**src/rtl/sd_pkg.sv**
```systemverilog
// Shared definitions for the SD command-line engine.
//   - resp_type encodings, engine state enum
//   - CRC7 generator polynomial (x^7 + x^3 + 1) and its single-bit step
//   - command / response token lengths
package sd_pkg;

  typedef enum logic [1:0] {
    RESP_NONE = 2'b00,  // no response expected
    RESP_R1   = 2'b01,  // short 48-bit, CRC checked
    RESP_R2   = 2'b10,  // long 136-bit, CRC checked
    RESP_R3   = 2'b11   // short 48-bit, CRC field ignored
  } resp_type_e;

  typedef enum logic [2:0] {
    ST_IDLE,
    ST_TX,
    ST_WAIT,
    ST_RX,
    ST_GAP
  } state_e;

  localparam logic [6:0]  CRC7_POLY    = 7'h09;
  localparam int unsigned TOKEN_SHORT  = 48;
  localparam int unsigned TOKEN_LONG   = 136;

  // One bit of CRC7, MSB-first.
  function automatic logic [6:0] crc7_step(input logic [6:0] crc, input logic din);
    logic fb;
    fb = din ^ crc[6];
    return {crc[5:0], 1'b0} ^ (fb ? CRC7_POLY : 7'h00);
  endfunction

endpackage

```
**src/rtl/sd_crc7_serial.sv**
```systemverilog
// Bit-serial CRC7 register shared by the transmit and receive paths.
// Ports:
//   clk   - bit clock
//   clr   - zero the register (highest priority)
//   en    - fold din into the CRC
//   din   - data bit
//   shift - shift the register left, zero-filled (TX read-out of crc[6])
//   crc   - current CRC value
module sd_crc7_serial
  import sd_pkg::*;
(
  input  logic       clk,
  input  logic       clr,
  input  logic       en,
  input  logic       din,
  input  logic       shift,
  output logic [6:0] crc
);

  always_ff @(posedge clk) begin
    if (clr)
      crc <= '0;
    else if (en)
      crc <= crc7_step(crc, din);
    else if (shift)
      crc <= {crc[5:0], 1'b0};
  end

endmodule

```
**src/rtl/sd_cmd_engine.sv**
```systemverilog
// SD CMD-line engine: sends a 48-bit command token with inline CRC7, then
// optionally receives a 48/136-bit response with timeout, framing and CRC
// checks, followed by an Ncc idle gap before signalling done.
// Build option: define SD_CMD_RX_CRC_EN to include the receive CRC check;
// without it err_crc is constant 0 (TX CRC is always generated).
// Ports:
//   clk, reset                 - bit clock, synchronous active-high reset
//   start, cmd_index, cmd_arg  - request and command fields (taken when ready)
//   resp_type                  - 00 none, 01 R1, 10 R2 (136b), 11 R3 (no CRC)
//   ready, done                - idle flag, one-cycle completion pulse
//   resp_data                  - received token, right-aligned, MSB first
//   err_timeout/crc/frame      - status of the last transaction
//   sd_cmd_o, sd_cmd_oe, sd_cmd_i - CMD pad
module sd_cmd_engine
  import sd_pkg::*;
#(
  parameter int unsigned TIMEOUT_CYCLES = 64,
  parameter int unsigned NCC_CYCLES     = 8
) (
  input  logic         clk,
  input  logic         reset,
  input  logic         start,
  input  logic [5:0]   cmd_index,
  input  logic [31:0]  cmd_arg,
  input  logic [1:0]   resp_type,
  output logic         ready,
  output logic         done,
  output logic [135:0] resp_data,
  output logic         err_timeout,
  output logic         err_crc,
  output logic         err_frame,
  output logic         sd_cmd_o,
  output logic         sd_cmd_oe,
  input  logic         sd_cmd_i
);

  // The response window counts from the end-bit cycle, so the last WAIT
  // sample is TIMEOUT_CYCLES-2 samples after the first one.
  localparam logic [15:0] WAIT_LAST = 16'(TIMEOUT_CYCLES - 2);
  localparam logic [15:0] GAP_LAST  = 16'(NCC_CYCLES - 1);

  state_e     state;
  resp_type_e rtype;
  logic [39:0] tx_sr;     // bits 46..8 of the command token, MSB in [39]
  logic [5:0]  bit_cnt;   // index of the token bit currently on the line
  logic [5:0]  tx_nb;
  logic [7:0]  rx_idx;    // index of the response bit sampled this cycle
  logic [15:0] wait_cnt;
  logic [15:0] gap_cnt;
  logic        tx_bit;

  logic       crc_clr, crc_en, crc_din, crc_shift;
  logic [6:0] crc_val;

  assign tx_nb  = bit_cnt - 6'd1;
  // Before the final shift, token bit k sits at resp_data[k-1].
  assign tx_bit = (rtype == RESP_R2) ? resp_data[133] : resp_data[45];

  sd_crc7_serial u_crc (
    .clk   (clk),
    .clr   (crc_clr),
    .en    (crc_en),
    .din   (crc_din),
    .shift (crc_shift),
    .crc   (crc_val)
  );

`ifdef SD_CMD_RX_CRC_EN
  logic [7:0] crc_top;
  assign crc_top = (rtype == RESP_R2) ? 8'd127 : 8'd46;
`endif

  // The start bit (always 0) leaves a cleared CRC at 0, so clearing at the
  // start bit is equivalent to folding it in.
  always_comb begin
    crc_clr   = reset;
    crc_en    = 1'b0;
    crc_din   = 1'b0;
    crc_shift = 1'b0;
    case (state)
      ST_IDLE: if (start) crc_clr = 1'b1;
      ST_TX: begin
        if (bit_cnt != 6'd0) begin
          if (tx_nb >= 6'd8) begin
            crc_en  = 1'b1;
            crc_din = tx_sr[39];
          end else if (tx_nb != 6'd0) begin
            crc_shift = 1'b1;
          end
        end
      end
      ST_WAIT: if (!sd_cmd_i) crc_clr = 1'b1;
`ifdef SD_CMD_RX_CRC_EN
      ST_RX: begin
        if (rx_idx >= 8'd8 && rx_idx <= crc_top) begin
          crc_en  = 1'b1;
          crc_din = sd_cmd_i;
        end
      end
`endif
      default: ;
    endcase
  end

  always_ff @(posedge clk) begin
    if (reset) begin
      state       <= ST_IDLE;
      rtype       <= RESP_NONE;
      tx_sr       <= '0;
      bit_cnt     <= '0;
      rx_idx      <= '0;
      wait_cnt    <= '0;
      gap_cnt     <= '0;
      ready       <= 1'b1;
      done        <= 1'b0;
      resp_data   <= '0;
      err_timeout <= 1'b0;
      err_frame   <= 1'b0;
      sd_cmd_o    <= 1'b1;
      sd_cmd_oe   <= 1'b0;
    end else begin
      done <= 1'b0;
      case (state)
        ST_IDLE: begin
          if (start) begin
            state       <= ST_TX;
            ready       <= 1'b0;
            rtype       <= resp_type_e'(resp_type);
            tx_sr       <= {1'b1, cmd_index, cmd_arg, 1'b0};
            bit_cnt     <= 6'd47;
            sd_cmd_oe   <= 1'b1;
            sd_cmd_o    <= 1'b0;
            resp_data   <= '0;
            err_timeout <= 1'b0;
            err_frame   <= 1'b0;
          end
        end
        ST_TX: begin
          if (bit_cnt == 6'd0) begin
            sd_cmd_oe <= 1'b0;
            sd_cmd_o  <= 1'b1;
            wait_cnt  <= '0;
            gap_cnt   <= '0;
            state     <= (rtype == RESP_NONE) ? ST_GAP : ST_WAIT;
          end else begin
            bit_cnt <= tx_nb;
            if (tx_nb >= 6'd8) begin
              sd_cmd_o <= tx_sr[39];
              tx_sr    <= tx_sr << 1;
            end else if (tx_nb != 6'd0) begin
              sd_cmd_o <= crc_val[6];
            end else begin
              sd_cmd_o <= 1'b1;
            end
          end
        end
        ST_WAIT: begin
          if (!sd_cmd_i) begin
            state     <= ST_RX;
            resp_data <= {resp_data[134:0], 1'b0};
            rx_idx    <= (rtype == RESP_R2) ? 8'd134 : 8'd46;
          end else if (wait_cnt == WAIT_LAST) begin
            err_timeout <= 1'b1;
            state       <= ST_GAP;
          end else begin
            wait_cnt <= wait_cnt + 16'd1;
          end
        end
        ST_RX: begin
          resp_data <= {resp_data[134:0], sd_cmd_i};
          if (rx_idx == 8'd0) begin
            err_frame <= ~sd_cmd_i | tx_bit;
            state     <= ST_GAP;
          end else begin
            rx_idx <= rx_idx - 8'd1;
          end
        end
        ST_GAP: begin
          if (gap_cnt == GAP_LAST) begin
            state <= ST_IDLE;
            ready <= 1'b1;
            done  <= 1'b1;
          end else begin
            gap_cnt <= gap_cnt + 16'd1;
          end
        end
        default: state <= ST_IDLE;
      endcase
    end
  end

`ifdef SD_CMD_RX_CRC_EN
  logic crc_bad;
  // At the end bit, crc_val covers the protected range and resp_data[6:0]
  // holds the received CRC field (bits 7..1).
  always_ff @(posedge clk) begin
    if (reset)
      crc_bad <= 1'b0;
    else if (state == ST_IDLE && start)
      crc_bad <= 1'b0;
    else if (state == ST_RX && rx_idx == 8'd0)
      crc_bad <= (rtype != RESP_R3) && (crc_val != resp_data[6:0]);
  end
  assign err_crc = crc_bad;
`else
  logic unused_crc_bits;
  assign unused_crc_bits = ^crc_val[5:0];
  assign err_crc = 1'b0;
`endif

endmodule

```
**config.mk**
```make
export PLATFORM = sky130hd
export DESIGN_NAME = sd_cmd_engine
export DESIGN_NICKNAME = d
export VERILOG_FILES = /design/src/rtl/sd_pkg.sv /design/src/rtl/sd_crc7_serial.sv /design/src/rtl/sd_cmd_engine.sv
export SDC_FILE = /design/constraint.sdc
export NUM_CORES = 1
export LEC_CHECK = 0
export ABC_AREA = 1
export CAP_MARGIN = 25
export CORE_UTILIZATION = 40
export DETAILED_ROUTE_END_ITERATION = 10
export GPL_ROUTABILITY_DRIVEN = 1
export GPL_TIMING_DRIVEN = 0
export PLACE_DENSITY = 0.66
export SETUP_SLACK_MARGIN = 0.2
export SYNTH_ARGS = -nofsm -noshare
export SYNTH_HDL_FRONTEND = slang
export SYNTH_SLANG_ARGS = --single-unit
```
**constraint.sdc**
```tcl
create_clock -name clk -period 4.3 [get_ports clk]
set_input_delay 1.075 -clock clk [delete_from_list [all_inputs] [get_ports clk]]
set_output_delay 1.075 -clock clk [all_outputs]
set_load 0.005 [all_outputs]
```
# Word-level counts from Yosys, hierarchy flattened
# Index checks and enable logic that the tools add are counted.
dict set report totals {
  output_inout_bits 143
  mem_bits_ro 0
  latch_bits 0
  inputBits 44
  ff_bits 240
  ramBits 0
  n_memories 0
  elab_cells 135
}
dict set report classes {
  multipliers 0
  n_eq_ne 20
  shifts 0
  n_lt_le_gt_ge 1
  addsub 4
  n_reduce_logical 29
  mux 61
  n_bitwise 5
  div 0
}
# operator n
set op_table {}
lappend op_table {{136-bit case mux with 3 select lines} 1}
lappend op_table {{136-bit 2-to-1 mux} 2}
lappend op_table {{40-bit 2-to-1 mux} 3}
lappend op_table {{40-bit case mux with 2 select lines} 1}
lappend op_table {{16-bit 2-to-1 mux} 4}
lappend op_table {{16-bit case mux with 2 select lines} 2}
lappend op_table {{16-bit by 1-bit adder with 16-bit output, second input constant} 2}
lappend op_table {{1-bit 2-to-1 mux} 24}
lappend op_table {{8-bit 2-to-1 mux} 3}
lappend op_table {{2-bit inequality test, second input constant} 12}
lappend op_table {{3-bit 2-to-1 mux} 7}
lappend op_table {{3-bit AND reduction} 7}
lappend op_table {{16-bit by 3-bit == test with 1-bit output, second input constant} 1}
lappend op_table {{16-bit by 6-bit == test with 1-bit output, second input constant} 1}
lappend op_table {{8-bit case mux with 2 select lines} 1}
lappend op_table {{2-bit nonzero test} 8}
lappend op_table {{3-bit case mux with 5 select lines} 1}
lappend op_table {{7-bit 2-to-1 mux} 2}
lappend op_table {{6-bit 2-to-1 mux} 2}
lappend op_table {{1-bit case mux with 2 select lines} 6}
lappend op_table {{6-bit case mux with 2 select lines} 1}
lappend op_table {{4-bit AND reduction} 3}
lappend op_table {{6-bit nonzero test} 2}
lappend op_table {{8-bit zero test} 1}
lappend op_table {{20 further kinds} 23}

# Depth between registers and ports, before layout
# Gate-level depths: netlist of run 1.
dict set report logic_depth {
  ltp_word 9
  mapped_depth 14
  depth_no_buf 12
}

# By module
# A second synthesis of run 1 with hierarchy kept.
dict set report hier_totals {
  hier_cells 1539
  area_unflattened_um2 10722.8
}
# module n_inst seq_area_each_um2 cells_each area_per_inst_um2
set by_module_without_submodules {}
lappend by_module_without_submodules {sd_cmd_engine 1 4644.5 1497 10427.5}
lappend by_module_without_submodules {sd_crc7_serial 1 140.1 42 295.3}

# Worst setup path after synthesis of run 1
# No wires, ideal clock.
dict set report synth_path {
  path_type {input -> register}
  start {input start}
  end {register tx_sr[38]}
  n_path_buf 2
  setup_ns 0.113
  required_time_ns 4.187
  stages 9
  arrival_time_ns 1.936
  path_slack_ns 2.251
  path_cell_list {inv_1 > nor2_2 > inv_2 > nand2_2 > buf_6 > buf_6 > nand3_2 > nand2_1 > nor2_1}
}
dict set report synth_via {
  elab_chain_cells 2
}
# element line
set synth_rtl {}
lappend synth_rtl {{start, declared} sd_cmd_engine.sv:22} ;# input logic start,
lappend synth_rtl {{2-bit inequality test (no line)} n/a}
lappend synth_rtl {{4-bit AND reduction (no line)} n/a}
lappend synth_rtl {{end signal, assigned} sd_cmd_engine.sv:129} ;# tx_sr <= {1'b1, cmd_index, cmd_arg, 1'b0};
lappend synth_rtl {{end signal, assigned} sd_cmd_engine.sv:149} ;# tx_sr <= tx_sr << 1;
lappend synth_rtl {{end, declared} sd_cmd_engine.sv:44} ;# logic [39:0] tx_sr;
# Every way passes these cells.
# A chain may end at the register's enable or synchronous reset.

# Worst setup path in the final report of run 1
dict set report layout_path {
  start {input sd_cmd_i}
  end {register resp_data[80]}
}
dict set report layout_via {
  elab_chain_cells 2
}
# element line
set layout_rtl {}
lappend layout_rtl {{start, declared} sd_cmd_engine.sv:34} ;# input logic sd_cmd_i
lappend layout_rtl {{2-bit inequality test (no line)} n/a}
lappend layout_rtl {{3-bit AND reduction (no line)} n/a}
lappend layout_rtl {{end signal, assigned} sd_cmd_engine.sv:160} ;# resp_data <= {resp_data[134:0], 1'b0};
lappend layout_rtl {{end signal, assigned} sd_cmd_engine.sv:170} ;# resp_data <= {resp_data[134:0], sd_cmd_i};
lappend layout_rtl {{end, declared} sd_cmd_engine.sv:28} ;# output logic [135:0] resp_data,
# Every way passes these cells.

==> flow_metrics.py, run 1 <==
metrics = {
    "status": {
        "outcome": "finished clean",
    },
    "worst_hold_path": {
        "hold_class": "reg2reg",
    },
    "drt": {
        "drcViolationCount": 0,
        "viasPerCell": 5.05,
        "num_vias": 10200,
        "drt_iter0_drc": 615,
        "antenna_left": 0,
        "firstDrtPassIters": 5,
        "wirelength_um": 28300,
        "avgRoutedWirePerCell_um": 14.0,
    },
    "logic_synthesis": {
        "synth_flop_cell": "dfxtp_1",
        "synth_area_mm2": 0.0103,
        "synthCells": 1465,
        "ys_seq_elements": 239,
        "synth-seq-area-share": 0.464,
        "synth_async_sr_flop_share": 0,
        "syn-num-nets": 1517,
        "synth_top_area_share": 0.464,
        "synth_area_leader_cell": "dfxtp_1",
        "synth_edf_count": 0,
        "yosys-top-cells-area": "dfxtp_1 (46%), nand2_1 (14%), nand3_1 (11%)",
        "synthMostInstantiatedCell": "nand2_1",
        "synth.avg_cell_area_um2": 7.03,
        "yosys-top-cells-count": "nand2_1 (382), dfxtp_1 (239), nand3_1 (224), a21oi_1 (180), nor2_1 (161)",
        "ys_types": 34,
        "ys_warn_count": 0,
    },
    "power_and_ir_drop": {
        "leakagePower_nw": 4.85,
        "powerDensity_mw_per_mm2": 563,
        "peakVddDrop_uv": 368,
    },
    "die": {
        "core_area_mm2": 0.0253,
        "rows": 58,
        "die-area_mm2": 0.0264,
        "dieWidth_um": 163,
        "ioPinCount": 187,
        "initial_core_util": 0.408,
        "dieHeight_um": 163,
    },
    "timing": {
        "worst_slew_margin_rel": 0.533,
        "skew_ns": 0.0201,
        "setup_viol": 0,
        "drv_slew": 0,
        "timing.fmax_ghz": 0.371,
        "period_share": 0.627,
        "setup_ws_ns": 1.61,
        "hold_viol": 0,
        "worst_pin_slew_ns": 0.701,
        "rsz0062_at_grt": "false",
        "min_period_ns": 2.70,
        "timing.setup.tns_ns": 0,
    },
    "clock_tree": {
        "cts_sinks": 239,
        "cts.clk_slew.worst_paths_ns": 0.06,
        "ctsResizeCount": 0,
        "cts.path.max_buffers": 3,
        "clkLatencyLatePin_ns": 0.55,
        "cts_root_buf": "clkbuf_16",
        "htree_levels": 1,
        "cts_tree": "built",
        "cts-buffers-inserted": 26,
        "cts-hold-fix-buffers": 0,
        "postCtsSetupRepairBufs": 0,
    },
    "placement": {
        "place_hpwl_um": 20100,
        "portBuffers": 184,
        "place_ws_ns": 1.09,
        "gp_congestion": 0.869,
        "placed_cells": 1979,
        "placed_area_mm2": 0.0126,
    },
    "layout": {
        "drive_gt1_frac": 0.0590,
        "final_nets": 1729,
        "layoutNonFillerInstCount": 2026,
        "diodes": 0,
        "area_growth_syn_to_layout_pct": 30.9,
        "fin_area_mm2": 0.0135,
        "finalCoreUtilization": 0.534,
    },
    "setup_path": {
        "worst_setup_path_end_kind": "flop",
        "worst_r2r_path_depth": 9,
        "crit_path_start_kind": "input port",
        "rr_startpoint": "state[2]",
        "r2r-end": "resp_data[80]",
        "crit_end": "resp_data[80]",
        "cp.arrival_ns": 3.15,
        "startpoint": "sd_cmd_i",
        "cp_max_fo": 10,
        "worst_ep_required_time_ns": 4.76,
        "reg2reg_slack_ns": 2.21,
        "worstSetupPathType": "in2reg",
    },
    "global_routing": {
        "grt_overflow": 0,
        "grt_pass1_vias": 9451,
        "grt_max_degree": 15,
        "gr-usage-all-layers": 0.212,
        "antenna_found_initial": 1,
        "grt_pass1_wl_um": 46500,
    },
    "flow_run": {
        "drv_cap": 0,
    },
}
[cell families after synthesis]
family / Yosys count / synth area share
AND/OR/NAND/NOR: 823 / 0.339
flip-flops: 239 / 0.464
AO/OA/AOI/OAI: 221 / 0.110
buffers and inverters: 161 / 0.0673
XOR/XNOR: 12 / 0.0102
adder cells (fa/ha/maj): 8 / 0.00971
other: 1 / 0.000364
[how the worst min path moves through the flow]
stage / endpoint / start / slack, ns / cells after the start
floorplan: rtype[1] / rtype[1] / 0.44 / 2
global placement: sd_cmd_oe / sd_cmd_oe / 0.44 / 2
detailed placement: ready / ready / 0.46 / 2
CTS: resp_data[135] / resp_data[135] / 0.48 / 2
global route: sd_cmd_oe / sd_cmd_oe / 0.49 / 2
finish: resp_data[135] / resp_data[135] / 0.47 / 2
[sequential cells by signal, summed over array words and instances (netlist names), 2 cells and up]
name	cells
bit_cnt	6
gap_cnt	16
resp_data	136
rtype	2
rx_idx	8
state	3
tx_sr	39
u_crc.crc	7
wait_cnt	16
[per-stage QoR]
stage	hold slack (ns)	power, W
global route	0.495	0.00811
CTS	0.476	0.00765
finish	0.471	0.00760
global placement	0.443	0.00521
floorplan	0.444	0.00455
detailed placement	0.457	0.00524
[layout by cell type (no fill, tap or decap), types with 21 or more instances in the layout]
cell / Yosys / layout
o21ai_0: 31 / 31
inv_1: 62 / 62
nand3_1: 224 / 224
clkbuf_1: 41 / 47
dfxtp_1: 239 / 239
nand2_1: 382 / 382
nor2_1: 161 / 161
clkbuf_16: 0 / 26
nor3_1: 21 / 21
a21oi_1: 180 / 180
clkdlybuf4s50_1: 0 / 184
[where the power goes]
group          internal (W)  switching, W
logic              0.000776       0.00174
clock network       0.00146      0.000937
registers           0.00250      0.000176
total               0.00474       0.00286
[layer usage]
metal | share of wire | vias up | GRT usage | wire, um
met5 | 0 | - | 0 | 0
met4 | 0.022 | 0 | 0.0570 | 613
met3 | 0.079 | 39 | 0.0642 | 2240
met2 | 0.44 | 256 | 0.342 | 12500
met1 | 0.46 | 4703 | 0.274 | 12900
li1 | - | 5239 | - | -
[cell type report]
type | instances | area, um2
Fill cell | 2496 | 11800
Tap cell | 330 | 413
Clock buffer | 34 | 701
Inverter | 70 | 263
Buffer | 91 | 430
Timing Repair Buffer | 184 | 1840
Multi-Input combinational cell | 1065 | 4830
Sequential cell | 239 | 4780
Clock inverter | 13 | 234
[worst max-delay path, stage by stage]
cell,delay [ns]
clkdlybuf4s50_1,0.58
inv_1,0.14
nor2_2,0.07
inv_2,0.06
buf_2,0.27
buf_2,0.30
buf_2,0.26
nand3_1,0.20
a21oi_1,0.19
Note: power is estimated with default switching activity, not from simulation.
==> run 2: changes to the inputs <==
Clock period 4.3 ns to 2.7 ns, I/O delays scaled along.
==> results of run 2 <==
Same layout as run 1 (identical final DEF). Status: finished clean.
Among the figures that moved: setup slack after placement 1.09 ns -> -0.106 ns; setup slack after layout 1.61 ns -> 0.405 ns; register-to-register setup slack 2.21 ns -> 0.61 ns; total power 0.00760 W -> 0.0121 W; worst IR drop on VDD 368 uV -> 587 uV
==> run 3: changes to the inputs <==
Settings changed: CORE_MARGIN set to 2, PLACE_DENSITY 0.66 to 0.75.
==> run 3 against run 2 <==
Non-clock buffer count unchanged. Final cell count shrank 0.15%. Clock power decreased by 6.8%. Highest routed layer is now met5.
==> flow_metrics.py, run 3 (synthesis results as in run 1) <==
metrics = {
    "status": {
        "outcome": "finished clean",
    },
    "setup_path": {
        "worst_r2r_path_depth": 10,
        "path_buf_inv": 1,
        "slowest_stage": "clkdlybuf4s50_1",
        "cp_slowest_stage_delay_ns": 0.57,
        "worstSetupPathType": "reg2out",
        "crit_path_start_kind": "flop",
        "crit_chain": "clkdlybuf4s50_1",
        "rr_startpoint": "state[1]",
        "cp.arrival_ns": 1.54,
        "cp_top_family": "buffers and inverters",
        "worst_ep_required_time_ns": 2.03,
        "r2r-end": "resp_data[80]",
        "cp_max_fo": 4,
        "reg2reg_slack_ns": 0.62,
        "worst_setup_path_end_kind": "primary output",
        "cp.depth": 1,
    },
    "layout": {
        "max_flop_register": "resp_data",
        "diodes": 0,
        "largestRegisters": "resp_data (136), tx_sr (39)",
        "final_nets": 1728,
        "layout_commonest_cell": "nand2_1",
        "area_growth_syn_to_layout_pct": 30.1,
        "largest_reg_flops": 136,
        "drive_gt1_frac": 0.0585,
        "layout_common_cells": "nand2_1 (382), dfxtp_1 (239), nand3_1 (224)",
    },
    "clock_tree": {
        "cts_root_buf": "clkbuf_16",
        "clkLatencyLatePin_ns": 0.53,
        "cts.path.max_buffers": 3,
        "htree_levels": 1,
        "cts.clk_slew.worst_paths_ns": 0.06,
        "ctsResizeCount": 0,
        "postCtsSetupRepairBufs": 0,
        "cts-hold-fix-buffers": 0,
        "cts-buffers-inserted": 25,
        "cts_tree": "built",
        "cts_sinks": 239,
    },
    "timing": {
        "hold_viol": 0,
        "rsz0062_at_grt": "false",
        "setup_ws_ns": 0.480,
        "worst_pin_slew_ns": 0.651,
        "setup_viol": 0,
        "worst_slew_margin_rel": 0.562,
        "timing.fmax_ghz": 0.450,
        "min_period_ns": 2.22,
        "period_share": 0.822,
        "skew_ns": 0.00908,
        "drv_slew": 0,
    },
    "worst_hold_path": {
        "min_to": "gap_cnt[14]",
        "min_from": "gap_cnt[14]",
        "hold_class": "reg2reg",
        "hold_depth": 2,
    },
    "global_routing": {
        "grt_overflow": 0,
        "use_met1": 0.267,
        "grt_pass1_vias": 9714,
        "grt_pass1_wl_um": 47100,
        "met3_usage": 0.0698,
        "top_usage_layer": "met2",
        "use_met2": 0.343,
        "grt_max_degree": 14,
        "gr-usage-all-layers": 0.210,
        "antenna_found_initial": 1,
    },
    "die": {
        "rows": 58,
        "dieHeight_um": 165,
        "initial_core_util": 0.408,
        "ioPinCount": 187,
        "die-area_mm2": 0.0271,
        "dieWidth_um": 165,
        "core_area_mm2": 0.0253,
    },
    "drt": {
        "drt_iter0_drc": 649,
        "wirelength_um": 29100,
        "firstDrtPassIters": 5,
        "viasPerCell": 5.20,
        "num_vias": 10500,
        "avgRoutedWirePerCell_um": 14.4,
        "antenna_left": 0,
        "drcViolationCount": 0,
    },
    "power_and_ir_drop": {
        "peakVddDrop_uv": 581,
        "power_w": 0.0119,
        "powerDensity_mw_per_mm2": 886,
        "leakagePower_nw": 4.82,
    },
    "placement": {
        "place_ws_ns": -0.0216,
        "place_hpwl_um": 20500,
        "portBuffers": 184,
        "gp_congestion": 0.880,
    },
    "flow_run": {
        "drv_cap": 0,
    },
}
run 3: cell types whose count changed in the layout (fill, tap and decap cells not counted), sizes merged:
cell	change
bufinv	-2
clkinv	-2
clkbuf	+1
clkinvlp	-1
inv	+1
run 3: area by class of cell:
| type | count | area, um2 |
|---|---|---|
| well taps | 330 | 413 |
| clock inverters | 9 | 129 |
| flip-flops and latches | 239 | 4780 |
| fillers | 2422 | 11800 |
| inverters | 70 | 263 |
| repair buffers | 184 | 1840 |
| multi-input cells | 1065 | 4830 |
| plain buffers | 91 | 430 |
| clock buffers | 35 | 723 |
run 3: stage by stage:
stage | std cells | cell area (um2) | setup TNS, ns | utilization | hold slack [ns]
after floorplan | 1465 | 10300 | 0 | - | 0.444
after global placement | 1979 | 12600 | -0.0430 | 0.497 | 0.439
after detailed placement | 1979 | 12600 | -0.0218 | 0.497 | 0.457
after CTS | 2023 | 13400 | 0 | 0.531 | 0.468
after global routing | 2023 | 13400 | 0 | 0.531 | 0.480
final | 2023 | 13400 | 0 | 0.531 | 0.466
run 3: worst max path at each step:
stage | startpoint | to | slack, ns
2_1_floorplan | bit_cnt[0] | tx_sr[10] | 0.97
3_3_place_gp | sd_cmd_i | resp_data[80] | -0.04
3_5_place_dp | sd_cmd_i | resp_data[80] | -0.02
4_1_cts | resp_data[45] | resp_data[45] | 0.48
5_1_grt | sd_cmd_i | resp_data[80] | 0.38
6_report | resp_data[45] | resp_data[45] | 0.48
run 3: report_power, final:
part / switching [W] / internal (W) / total (W)
registers: 0.000287 / 0.00399 / 0.00428
logic: 0.00281 / 0.00124 / 0.00404
clock network: 0.00141 / 0.00215 / 0.00356
run 3: layer usage:
metal	vias up	share of wire
met1	4901	0.43
li1	5234	-
met4	2	0.021
met5	-	0.00045
met3	56	0.097
met2	335	0.45
